--- src/rtl/dmem_arbiter_pkg.sv ---
// Shared types and widths for the data-memory arbiter: state/owner encodings,
// the latched memory command, and the saturating counter increment.
package dmem_arbiter_pkg;

  localparam int unsigned ADDR_W = 5;
  localparam int unsigned DATA_W = 8;
  localparam int unsigned CNT_W  = 8;

  typedef enum logic [1:0] {
    ST_IDLE  = 2'd0,
    ST_ISSUE = 2'd1,
    ST_WAIT  = 2'd2,
    ST_RESP  = 2'd3
  } state_e;

  typedef enum logic {
    OWN_CPU = 1'b0,
    OWN_DBG = 1'b1
  } owner_e;

  typedef struct packed {
    logic              we;
    logic [ADDR_W-1:0] addr;
    logic [DATA_W-1:0] wdata;
  } mem_cmd_t;

  // Completed-transaction counters stick at all-ones instead of wrapping.
  function automatic logic [CNT_W-1:0] sat_inc(input logic [CNT_W-1:0] v);
    return (v == '1) ? v : v + CNT_W'(1);
  endfunction

endpackage

--- src/rtl/dmem_arbiter_rr_pick2.sv ---
// Combinational two-way round-robin picker; on a tie the requester that was
// not served last wins. req_i[0] is the CPU, req_i[1] the debug port.
module rr_pick2
  import dmem_arbiter_pkg::*;
(
  input  logic [1:0] req_i,
  input  owner_e     last_i,
  output logic       valid_c_o,
  output owner_e     winner_c_o
);

  always_comb begin
    valid_c_o  = |req_i;
    winner_c_o = OWN_CPU;
    if (req_i == 2'b11) begin
      winner_c_o = (last_i == OWN_CPU) ? OWN_DBG : OWN_CPU;
    end else if (req_i[1]) begin
      winner_c_o = OWN_DBG;
    end
  end

endmodule

--- src/rtl/dmem_arbiter.sv ---
// Arbitrates a CPU port and a debug port onto a single-port synchronous-read
// memory; one transaction at a time, all outputs registered.
module dmem_arbiter
  import dmem_arbiter_pkg::*;
(
  input  logic              clock,
  input  logic              reset,
  input  logic              cpu_req_i,
  input  logic              cpu_we_i,
  input  logic [ADDR_W-1:0] cpu_addr_i,
  input  logic [DATA_W-1:0] cpu_wdata_i,
  input  logic              dbg_req_i,
  input  logic              dbg_we_i,
  input  logic [ADDR_W-1:0] dbg_addr_i,
  input  logic [DATA_W-1:0] dbg_wdata_i,
  input  logic              write_lock_i,
  output logic              cpu_gnt_o,
  output logic              cpu_done_o,
  output logic [DATA_W-1:0] cpu_rdata_o,
  output logic              dbg_gnt_o,
  output logic              dbg_done_o,
  output logic [DATA_W-1:0] dbg_rdata_o,
  output logic              dbg_err_o,
  output logic              mem_en_o,
  output logic              mem_we_o,
  output logic [ADDR_W-1:0] mem_addr_o,
  output logic [DATA_W-1:0] mem_wdata_o,
  input  logic [DATA_W-1:0] mem_rdata_i,
  output logic              busy_o,
  output logic [CNT_W-1:0]  cpu_count_o,
  output logic [CNT_W-1:0]  dbg_count_o
);

  state_e            state_q, state_d;
  owner_e            owner_q, owner_d;
  owner_e            last_q, last_d;
  logic              lock_hit_q, lock_hit_d;
  logic              req_we_q, req_we_d;
  logic              cpu_gnt_q, cpu_gnt_d;
  logic              dbg_gnt_q, dbg_gnt_d;
  logic              cpu_done_q, cpu_done_d;
  logic              dbg_done_q, dbg_done_d;
  logic [DATA_W-1:0] cpu_rdata_q, cpu_rdata_d;
  logic [DATA_W-1:0] dbg_rdata_q, dbg_rdata_d;
  logic              dbg_err_q, dbg_err_d;
  logic              mem_en_q, mem_en_d;
  logic              mem_we_q, mem_we_d;
  logic [ADDR_W-1:0] mem_addr_q, mem_addr_d;
  logic [DATA_W-1:0] mem_wdata_q, mem_wdata_d;
  logic              busy_q, busy_d;
  logic [CNT_W-1:0]  cpu_count_q, cpu_count_d;
  logic [CNT_W-1:0]  dbg_count_q, dbg_count_d;

  logic              pick_valid;
  owner_e            pick_winner;
  mem_cmd_t          cpu_cmd, dbg_cmd, win_cmd;
  logic              win_lock_hit;

  rr_pick2 u_pick (
    .req_i      ({dbg_req_i, cpu_req_i}),
    .last_i     (last_q),
    .valid_c_o  (pick_valid),
    .winner_c_o (pick_winner)
  );

  assign cpu_cmd = '{we: cpu_we_i, addr: cpu_addr_i, wdata: cpu_wdata_i};
  assign dbg_cmd = '{we: dbg_we_i, addr: dbg_addr_i, wdata: dbg_wdata_i};
  assign win_cmd = (pick_winner == OWN_DBG) ? dbg_cmd : cpu_cmd;
  // A locked debug write is downgraded to a read whose data is thrown away.
  assign win_lock_hit = (pick_winner == OWN_DBG) && win_cmd.we && write_lock_i;

  always_ff @(posedge clock or posedge reset) begin
    if (reset) begin
      state_q     <= ST_IDLE;
      owner_q     <= OWN_CPU;
      last_q      <= OWN_DBG;
      lock_hit_q  <= 1'b0;
      req_we_q    <= 1'b0;
      cpu_gnt_q   <= 1'b0;
      dbg_gnt_q   <= 1'b0;
      cpu_done_q  <= 1'b0;
      dbg_done_q  <= 1'b0;
      cpu_rdata_q <= '0;
      dbg_rdata_q <= '0;
      dbg_err_q   <= 1'b0;
      mem_en_q    <= 1'b0;
      mem_we_q    <= 1'b0;
      mem_addr_q  <= '0;
      mem_wdata_q <= '0;
      busy_q      <= 1'b0;
      cpu_count_q <= '0;
      dbg_count_q <= '0;
    end else begin
      state_q     <= state_d;
      owner_q     <= owner_d;
      last_q      <= last_d;
      lock_hit_q  <= lock_hit_d;
      req_we_q    <= req_we_d;
      cpu_gnt_q   <= cpu_gnt_d;
      dbg_gnt_q   <= dbg_gnt_d;
      cpu_done_q  <= cpu_done_d;
      dbg_done_q  <= dbg_done_d;
      cpu_rdata_q <= cpu_rdata_d;
      dbg_rdata_q <= dbg_rdata_d;
      dbg_err_q   <= dbg_err_d;
      mem_en_q    <= mem_en_d;
      mem_we_q    <= mem_we_d;
      mem_addr_q  <= mem_addr_d;
      mem_wdata_q <= mem_wdata_d;
      busy_q      <= busy_d;
      cpu_count_q <= cpu_count_d;
      dbg_count_q <= dbg_count_d;
    end
  end

  always_comb begin
    state_d     = state_q;
    owner_d     = owner_q;
    last_d      = last_q;
    lock_hit_d  = lock_hit_q;
    req_we_d    = req_we_q;
    cpu_gnt_d   = cpu_gnt_q;
    dbg_gnt_d   = dbg_gnt_q;
    cpu_done_d  = cpu_done_q;
    dbg_done_d  = dbg_done_q;
    cpu_rdata_d = cpu_rdata_q;
    dbg_rdata_d = dbg_rdata_q;
    dbg_err_d   = dbg_err_q;
    mem_en_d    = mem_en_q;
    mem_we_d    = mem_we_q;
    mem_addr_d  = mem_addr_q;
    mem_wdata_d = mem_wdata_q;
    cpu_count_d = cpu_count_q;
    dbg_count_d = dbg_count_q;

    case (state_q)
      ST_IDLE: begin
        if (pick_valid) begin
          state_d     = ST_ISSUE;
          owner_d     = pick_winner;
          lock_hit_d  = win_lock_hit;
          req_we_d    = win_cmd.we;
          mem_en_d    = 1'b1;
          mem_we_d    = win_cmd.we & ~win_lock_hit;
          mem_addr_d  = win_cmd.addr;
          mem_wdata_d = win_cmd.wdata;
          if (pick_winner == OWN_DBG) dbg_gnt_d = 1'b1;
          else                        cpu_gnt_d = 1'b1;
        end
      end
      ST_ISSUE: begin
        state_d  = ST_WAIT;
        mem_en_d = 1'b0;
        mem_we_d = 1'b0;
      end
      ST_WAIT: begin
        // Read data is valid now, one cycle after the enable was sampled.
        state_d   = ST_RESP;
        last_d    = owner_q;
        cpu_gnt_d = 1'b0;
        dbg_gnt_d = 1'b0;
        if (owner_q == OWN_DBG) begin
          dbg_done_d  = 1'b1;
          dbg_err_d   = lock_hit_q;
          dbg_count_d = sat_inc(dbg_count_q);
          if (!req_we_q) dbg_rdata_d = mem_rdata_i;
        end else begin
          cpu_done_d  = 1'b1;
          cpu_count_d = sat_inc(cpu_count_q);
          if (!req_we_q) cpu_rdata_d = mem_rdata_i;
        end
      end
      ST_RESP: begin
        state_d    = ST_IDLE;
        cpu_done_d = 1'b0;
        dbg_done_d = 1'b0;
        dbg_err_d  = 1'b0;
      end
      default: begin
        state_d = ST_IDLE;
      end
    endcase

    busy_d = (state_d != ST_IDLE);
  end

  assign cpu_gnt_o   = cpu_gnt_q;
  assign dbg_gnt_o   = dbg_gnt_q;
  assign cpu_done_o  = cpu_done_q;
  assign dbg_done_o  = dbg_done_q;
  assign cpu_rdata_o = cpu_rdata_q;
  assign dbg_rdata_o = dbg_rdata_q;
  assign dbg_err_o   = dbg_err_q;
  assign mem_en_o    = mem_en_q;
  assign mem_we_o    = mem_we_q;
  assign mem_addr_o  = mem_addr_q;
  assign mem_wdata_o = mem_wdata_q;
  assign busy_o      = busy_q;
  assign cpu_count_o = cpu_count_q;
  assign dbg_count_o = dbg_count_q;

endmodule

--- config.mk ---
export PLATFORM = sky130hd
export DESIGN_NAME = dmem_arbiter
export DESIGN_NICKNAME = d
export VERILOG_FILES = /design/src/rtl/dmem_arbiter_pkg.sv /design/src/rtl/dmem_arbiter_rr_pick2.sv /design/src/rtl/dmem_arbiter.sv
export SDC_FILE = /design/constraint.sdc
export NUM_CORES = 1
export LEC_CHECK = 0
export ABC_AREA = 1
export CAP_MARGIN = 20
export CORE_AREA = 2 2 100 78
export DETAILED_ROUTE_END_ITERATION = 8
export DIE_AREA = 0 0 102 80
export GPL_TIMING_DRIVEN = 1
export PLACE_DENSITY_LB_ADDON = 0.1
export SKIP_CTS_REPAIR_TIMING = 1
export SYNTH_ARGS = -nofsm -noshare
export SYNTH_HDL_FRONTEND = slang
export SYNTH_SLANG_ARGS = --single-unit
--- constraint.sdc ---
create_clock -name clock -period 2.8 [get_ports clock]
set_clock_uncertainty 0.15 [all_clocks]
set_input_delay 0.56 -clock clock [delete_from_list [all_inputs] [get_ports clock]]
set_output_delay 0.56 -clock clock [all_outputs]
set_load 0.02 [all_outputs]
After elaboration in Yosys (flattened, before gate mapping)
Cells that the tools add are included.
{"block": "classes", "eq_ne": 11, "n_bitwise": 6, "n_reduce_logical": 18, "add_sub_neg": 2, "n_mux": 22}
{"operator": "3-bit AND reduction", "n": 6}
{"operator": "8-bit by 1-bit adder with 8-bit output, second input constant", "n": 2}
{"operator": "8-bit equality test, second input constant", "n": 2}
{"operator": "14-bit 2-to-1 mux", "n": 1}
{"operator": "1-bit case mux with 2 select lines", "n": 7}
{"operator": "1-bit 2-to-1 mux", "n": 12}
{"operator": "2-bit != test, second input constant", "n": 5}
{"operator": "2-bit case mux with 4 select lines", "n": 1}
{"operator": "2-bit AND reduction", "n": 4}
{"operator": "2-bit nonzero test", "n": 4}
{"operator": "2-bit equality test, second input constant", "n": 3}
{"operator": "1-bit inverter", "n": 5}
{"operator": "2-bit by 1-bit equality test with 1-bit output, second input constant", "n": 1}
{"operator": "1-bit logical AND", "n": 2}
{"operator": "2-bit zero test", "n": 1}
{"operator": "2-bit 2-to-1 mux", "n": 1}
{"operator": "2-bit OR reduction", "n": 1}
{"operator": "1-bit bitwise AND", "n": 1}
{"block": "word_totals", "reg_bits": 59}

Longest topological paths before layout
Gate-level depths: netlist of run 1.
{"block": "depth", "depth_word": 9, "mapped_depth": 9}

Cells and area by module
From an unflattened synthesis of run 1, not the netlist that was laid out.
{"block": "hier_totals", "cells_unflattened": 329, "area_unflattened_um2": 2795.2}
{"module": "dmem_arbiter", "cells_each": 326, "n_inst": 1, "area_each_um2": 2780.2}
{"module": "rr_pick2", "cells_each": 3, "n_inst": 1, "area_each_um2": 15.0}

Worst setup path after synthesis of run 1
OpenSTA, ideal clock, no wires.
{"block": "synth_timing", "path_kind": "register to register", "from": "reg cpu_count_q[0], in the netlist cpu_count_o[0]", "to": "reg cpu_count_q[4], in the netlist cpu_count_o[4]", "setup_ns": 0.117, "n_path_buf": 0, "arrival_ns": 1.294, "stages_incl_launch_ff": 9, "period_less_slack_ns": 1.560, "required_time_ns": 2.533, "slack_ns": 1.240, "path_cell_list": "dfrtp_1 -> ha_1 -> inv_1 -> nor2_1 -> nand3_1 -> nand2_2 -> inv_2 -> nand2_1 -> nand2_1"}
{"block": "synth_via", "elab_chain_len": 3, "word_cells_on_any_way": 4, "cone_classes": "add/sub (1); eq/ne (1); bitwise (1); reduce/logical (1)"}
{"element": "from (decl)", "line": "dmem_arbiter.sv:51", "rtl": "logic [CNT_W-1:0] cpu_count_q, cpu_count_d;"}
{"element": "from (signal assigned)", "line": "dmem_arbiter.sv:111", "rtl": "cpu_count_q <= cpu_count_d;"}
{"element": "parallel branches: the longest is 3 deep, another holds 8-bit by 1-bit adder with 8-bit output"}
Parallel ways; which one is timed is not known.
A chain may end at the register's enable or synchronous reset.

Worst setup path in the final report of run 1
{"block": "layout_timing", "from": "reg cpu_count_q[2], in the netlist cpu_count_o[2]", "to": "out cpu_count_o[2]"}
{"element": "to (decl)", "line": "dmem_arbiter.sv:30", "rtl": "output logic [CNT_W-1:0] cpu_count_o,"}
No word-level cell between the ends.

==> results of run 1 <==
[cells in the mapped netlist, types with 4 or more instances]
library cell	number
nand2_1	132
dfrtp_1	58
inv_1	35
nand3_1	23
o21ai_2	16
o21ai_0	10
nor2_1	9
ha_1	6
nor2_4	6
inv_2	5
nand2_2	5
buf_6	4
xor2_1	4
[kinds of logic (layout without fill, tap and decap cells)]
family | count (synthesis) | in the layout | synth area share (%)
flops | 59 | 59 | 51.64
xor+xnor | 6 | 6 | 1.836
simple gates | 185 | 185 | 28.77
fa+ha+maj | 6 | 6 | 2.623
compound gates | 31 | 31 | 7.740
buf+inv | 47 | 151 | 7.390
[through the flow]
stage | setup WS (ns) | total power [mW]
after global routing | 0.6080 | 4.645
final | 0.6771 | 4.315
after CTS | 0.6509 | 4.380
after detailed placement | 0.5203 | 3.595
after global placement | 0.5904 | 3.552
after floorplan | 0.6353 | 2.718
[placed cells by master, fill, tap and decap left out, drive strengths merged]
cell type and n:
ha 6, nand2 140, o21ai 28, or2 1, clkinv 3, nand3b 2
clkinvlp 1, xor2 4, nand4 3, inv 41, clkbuf 11, o211ai 1
o21bai 1, dfstp 1, buf 1, nor2 16, xnor2 2, o22ai 1
clkdlybuf4s50 93, bufinv 1, nand3 23, dfrtp 58
[metal layers]
| layer | vias up | wire length (um) | GRT usage, % |
|---|---|---|---|
| li1 | 1236 | - | - |
| met1 | 1076 | 3088 | 23.12 |
| met2 | 71 | 2751 | 24.28 |
| met3 | 6 | 495 | 7.618 |
| met4 | 0 | 55 | 4.800 |
| met5 | - | 0 | 0 |
[power breakdown]
| part | internal [mW] | switching [mW] | total (mW) |
|---|---|---|---|
| clock | 0.431 | 0.328 | 0.759 |
| combinational | 0.925 | 1.17 | 2.09 |
| sequential | 1.22 | 0.249 | 1.46 |
| total | 2.57 | 1.74 | 4.32 |
[registers in the layout, indices dropped and copies added, names as in the netlist]
name         flops
dbg_done_o       1
dbg_rdata_o      8
cpu_done_o       1
dbg_gnt_o        1
dbg_count_o      8
cpu_gnt_o        1
req_we_q         1
mem_wdata_o      8
state_q          2
mem_we_o         1
cpu_rdata_o      8
busy_o           1
owner_q          1
mem_en_o         1
lock_hit_q       1
mem_addr_o       5
last_q           1
cpu_count_o      8
dbg_err_o        1
[layout make-up]
| cell class | instances | area share (%) |
|---|---|---|
| Sequential cell | 59 | 36.24 |
| Multi-Input combinational cell | 228 | 28.75 |
| Timing Repair Buffer | 94 | 23.32 |
| Inverter | 41 | 3.836 |
| Clock buffer | 11 | 3.467 |
| Tap cell | 101 | 3.099 |
| Clock inverter | 5 | 1.289 |
[worst max-delay path by stage]
| stage | endpoint | depth (start not counted) | slack (ns) |
|---|---|---|---|
| finish | cpu_count_o[2] | 1 | 0.68 |
| global route | cpu_count_o[2] | 1 | 0.61 |
| global placement | busy_o$_DFF_PP0_ | 6 | 0.59 |
| floorplan | busy_o$_DFF_PP0_ | 1 | 0.64 |
| detailed placement | busy_o$_DFF_PP0_ | 6 | 0.52 |
| CTS | dbg_count_o[2] | 1 | 0.65 |
==> results.cfg, run 1 <==
[status]
status = complete, no violations

[clock_tree]
cts_made_buffers = 9
clk_latency_ns = 0.33
htreeDepth = 3
cts_tree = yes
clk_pin_slew_ns = 0.07
cts_buffer_depth = 2
cts-root-buf = clkbuf_8
cts.sinks = 59

[sta]
min_period_over_period_pct = 75.82
whs_ns = 0.3336
worst_pin_slew_ns = 0.4737
finalHoldViolCount = 0
max_slew_margin_pct = 68.37
rsz0062_at_grt = no
period_minus_slack_ns = 2.123
final.setup.tns_ns = 0
slew_viol_final = 0
max_freq_ghz = 0.4710
setup_viol = 0

[global_route]
grt_use_total_pct = 16.96
grt_pass1_vias = 2255
antenna_found_initial = 0
grt_max_degree = 40
gr-total-overflow = 0
grt_pass1_wl_mm = 10.60

[synth]
synth_edf_count = 0
synth_area_leaders = dfrtp_1, nand2_1, o21ai_2
yosys_warnings = 0
ys_types = 26
synth_top_area_share_pct = 50.72
yosys.area.top_type = dfrtp_1
synth-seq-cells = 59
synth_area_um2 = 2861
synthCells = 334
avgSynthCellArea_um2 = 8.567
seq_area_frac_synth_pct = 51.64
syn_nets = 381
ys.flop_type = dfrtp_1
async_flop_share_pct = 100.0

[floorplanning]
start_util_pct = 39.95
core_um2 = 7162
placementRows = 27
io_pins = 94
die_w_um = 102
dieArea_um2 = 8160
fp.dieH_um = 80

[routing]
first_pass_iters = 4
wire_per_inst_um = 11.86
drc = 0
via_per_inst = 4.432
via_count = 2389
wl_mm = 6.391
ant_nets = 0
drt_iter0_drc = 99

[final_layout]
syn_to_final_growth_pct = 42.50
fin_cells = 539
drive_above_1_share_pct = 12.56
multi_input_area_um2 = 1172
seq_area_um2 = 1478
n_antenna_cell = 0
nFillCells = 660
final_nets = 480
final_area_um2 = 4078
final_util_pct = 56.94

[critical_path]
r2r-end = busy_o$_DFF_PP0_
critPathCaptureType = primary output
path_cells = clkdlybuf4s50_1
start_kind = flip-flop
r2r_cells = 7
cp_top_family = buffers and inverters
crit_start = cpu_count_o[2]$_DFFE_PP0P_
cpMaxStageDelayCell = clkdlybuf4s50_1
reg2reg_slack_ns = 0.92
path_buf_inv = 1
critPathArrivalTime_ns = 1.41
slowest_delay_ns = 0.64
required_ns = 2.09
path_max_fanout = 6
r2r_start = state_q[0]$_DFF_PP0_
critPathKind = reg -> out

[placed_design]
placed_cells = 523
place_area_um2 = 3884
hpwl_mm = 4.795
io_buffers = 93
gp_congestion = 0.8465

[power]
leakage_nw = 1.925
ir_drop_mv = 0.4679
powerDensity_nw_per_um2 = 1058

[min_path]
worstHoldPathType = reg -> reg
min_from = cpu_rdata_o[7]$_DFFE_PP0P_
holdPathStages = 2
hold_end = cpu_rdata_o[7]$_DFFE_PP0P_

[job]
max_cap_viol_count = 0
Power figures use the tool's default switching activity.
==> inputs of run 2 (changes only) <==
Clock period 2.8 ns to 2.1 ns, I/O delays scaled along.
==> run 2 against run 1 <==
- worst hold slack lost 0.035 ns
- clock power up 55%
- sequential share of layout area down 0.36 points
- die area did not move
==> results.cfg, run 2 (same netlist as run 1, synthesis figures left out) <==
[critical_path]
r2r-end = cpu_rdata_o[2]$_DFFE_PP0P_
path_cells = clkdlybuf4s50_1
slowest_delay_ns = 0.64
start_kind = flip-flop
path_buf_inv = 1
critPathCaptureType = primary output
cpMaxStageDelayCell = clkdlybuf4s50_1
r2r_start = state_q[0]$_DFF_PP0_
cp_top_family = buffers and inverters
path_max_fanout = 6
r2r_cells = 7
critPathArrivalTime_ns = 1.43
critPathKind = reg -> out
reg2reg_slack_ns = 0.29
required_ns = 1.53

[sta]
worst_pin_slew_ns = 0.3752
whs_ns = 0.2990
min_period_over_period_pct = 95.35
setup_viol = 0
final.setup.tns_ns = 0
finalHoldViolCount = 0
slew_viol_final = 0
max_slew_margin_pct = 74.90
period_minus_slack_ns = 2.002
rsz0062_at_grt = no
max_freq_ghz = 0.4994
finalWorstSetupSlack_ns = 0.09769

[final_layout]
final_nets = 481
final_area_um2 = 4119
final_util_pct = 57.51
syn_to_final_growth_pct = 43.94
drive_above_1_share_pct = 12.76
nFillCells = 655
final_common_cell = nand2_1
fin_cells = 540
n_antenna_cell = 0
mostFrequentLayoutCells = nand2_1, clkdlybuf4s50_1, dfrtp_1

[routing]
wire_per_inst_um = 11.84
drc = 0
drt_iter0_drc = 105
wl_mm = 6.393
via_per_inst = 4.467
first_pass_iters = 4
ant_nets = 0
via_count = 2412

[global_route]
grt_max_degree = 60
grt_pass1_wl_mm = 10.60
antenna_found_initial = 0
grt_pass1_vias = 2301
gr-total-overflow = 0
grt_use_total_pct = 16.92

[clock_tree]
htreeDepth = 3
cts_made_buffers = 9
cts_tree = yes
cts.sinks = 59
cts_buffer_depth = 2
cts-root-buf = clkbuf_8
clk_pin_slew_ns = 0.07
clk_latency_ns = 0.33

[min_path]
worstHoldPathType = in -> async

[placed_design]
place_area_um2 = 3891
hpwl_mm = 4.668
gp_congestion = 0.8016
io_buffers = 93
pre_cts_slack_ns = 0.1403
placed_cells = 524

[floorplanning]
start_util_pct = 39.95
die_w_um = 102
io_pins = 94
placementRows = 27
fp.dieH_um = 80
core_um2 = 7162
dieArea_um2 = 8160

[status]
status = complete, no violations

[power]
leakage_nw = 1.943
power_mw = 5.923
ir_drop_mv = 0.5707
powerDensity_nw_per_um2 = 1438

[job]
max_cap_viol_count = 0
==> run 2: cell count changes in the layout (fill, tap and decap cells not counted) <==
cell and change:
clkbuf_8 +1, buf_4 +1, clkinv_2 -2, bufinv_16 +1
==> run 2: layout make-up <==
cell class                 instances  area (um2)  share of cell area [%]
timing repair buffer              95       958.4                   23.27
sequential                        59        1478                   35.87
clock inverter                     4       72.57                   1.762
tap                              101       126.4                   3.068
clock buffer                      12       155.1                   3.767
inverter                          41       156.4                   3.797
multi-input combinational        228        1172                   28.46
==> run 2: power by group <==
part           switching [mW]  internal, mW
registers               0.328          1.62
clock network           0.450         0.732
logic                    1.55          1.25
==> run 2: per-layer routing <==
metal	global-route usage [%]	part of all wire, %	up-vias
met1	21.99	48	1093
met3	8.494	8.7	6
met5	0	0	-
met4	4.400	0.97	0
met2	25.00	43	77
li1	-	-	1236
==> run 2: worst max-delay path by stage <==
stage,start,to,slack (ns),depth (start not counted)
2_1_floorplan,reset,busy_o$_DFF_PP0_,0.08,1
3_3_place_gp,cpu_req_i,cpu_gnt_o$_DFFE_PP0P_,0.20,6
3_5_place_dp,cpu_req_i,cpu_gnt_o$_DFFE_PP0P_,0.14,6
4_1_cts,cpu_count_o[2]$_DFFE_PP0P_,cpu_count_o[2],0.09,1
5_1_grt,cpu_count_o[2]$_DFFE_PP0P_,cpu_count_o[2],0.04,1
6_report,cpu_count_o[2]$_DFFE_PP0P_,cpu_count_o[2],0.1,1
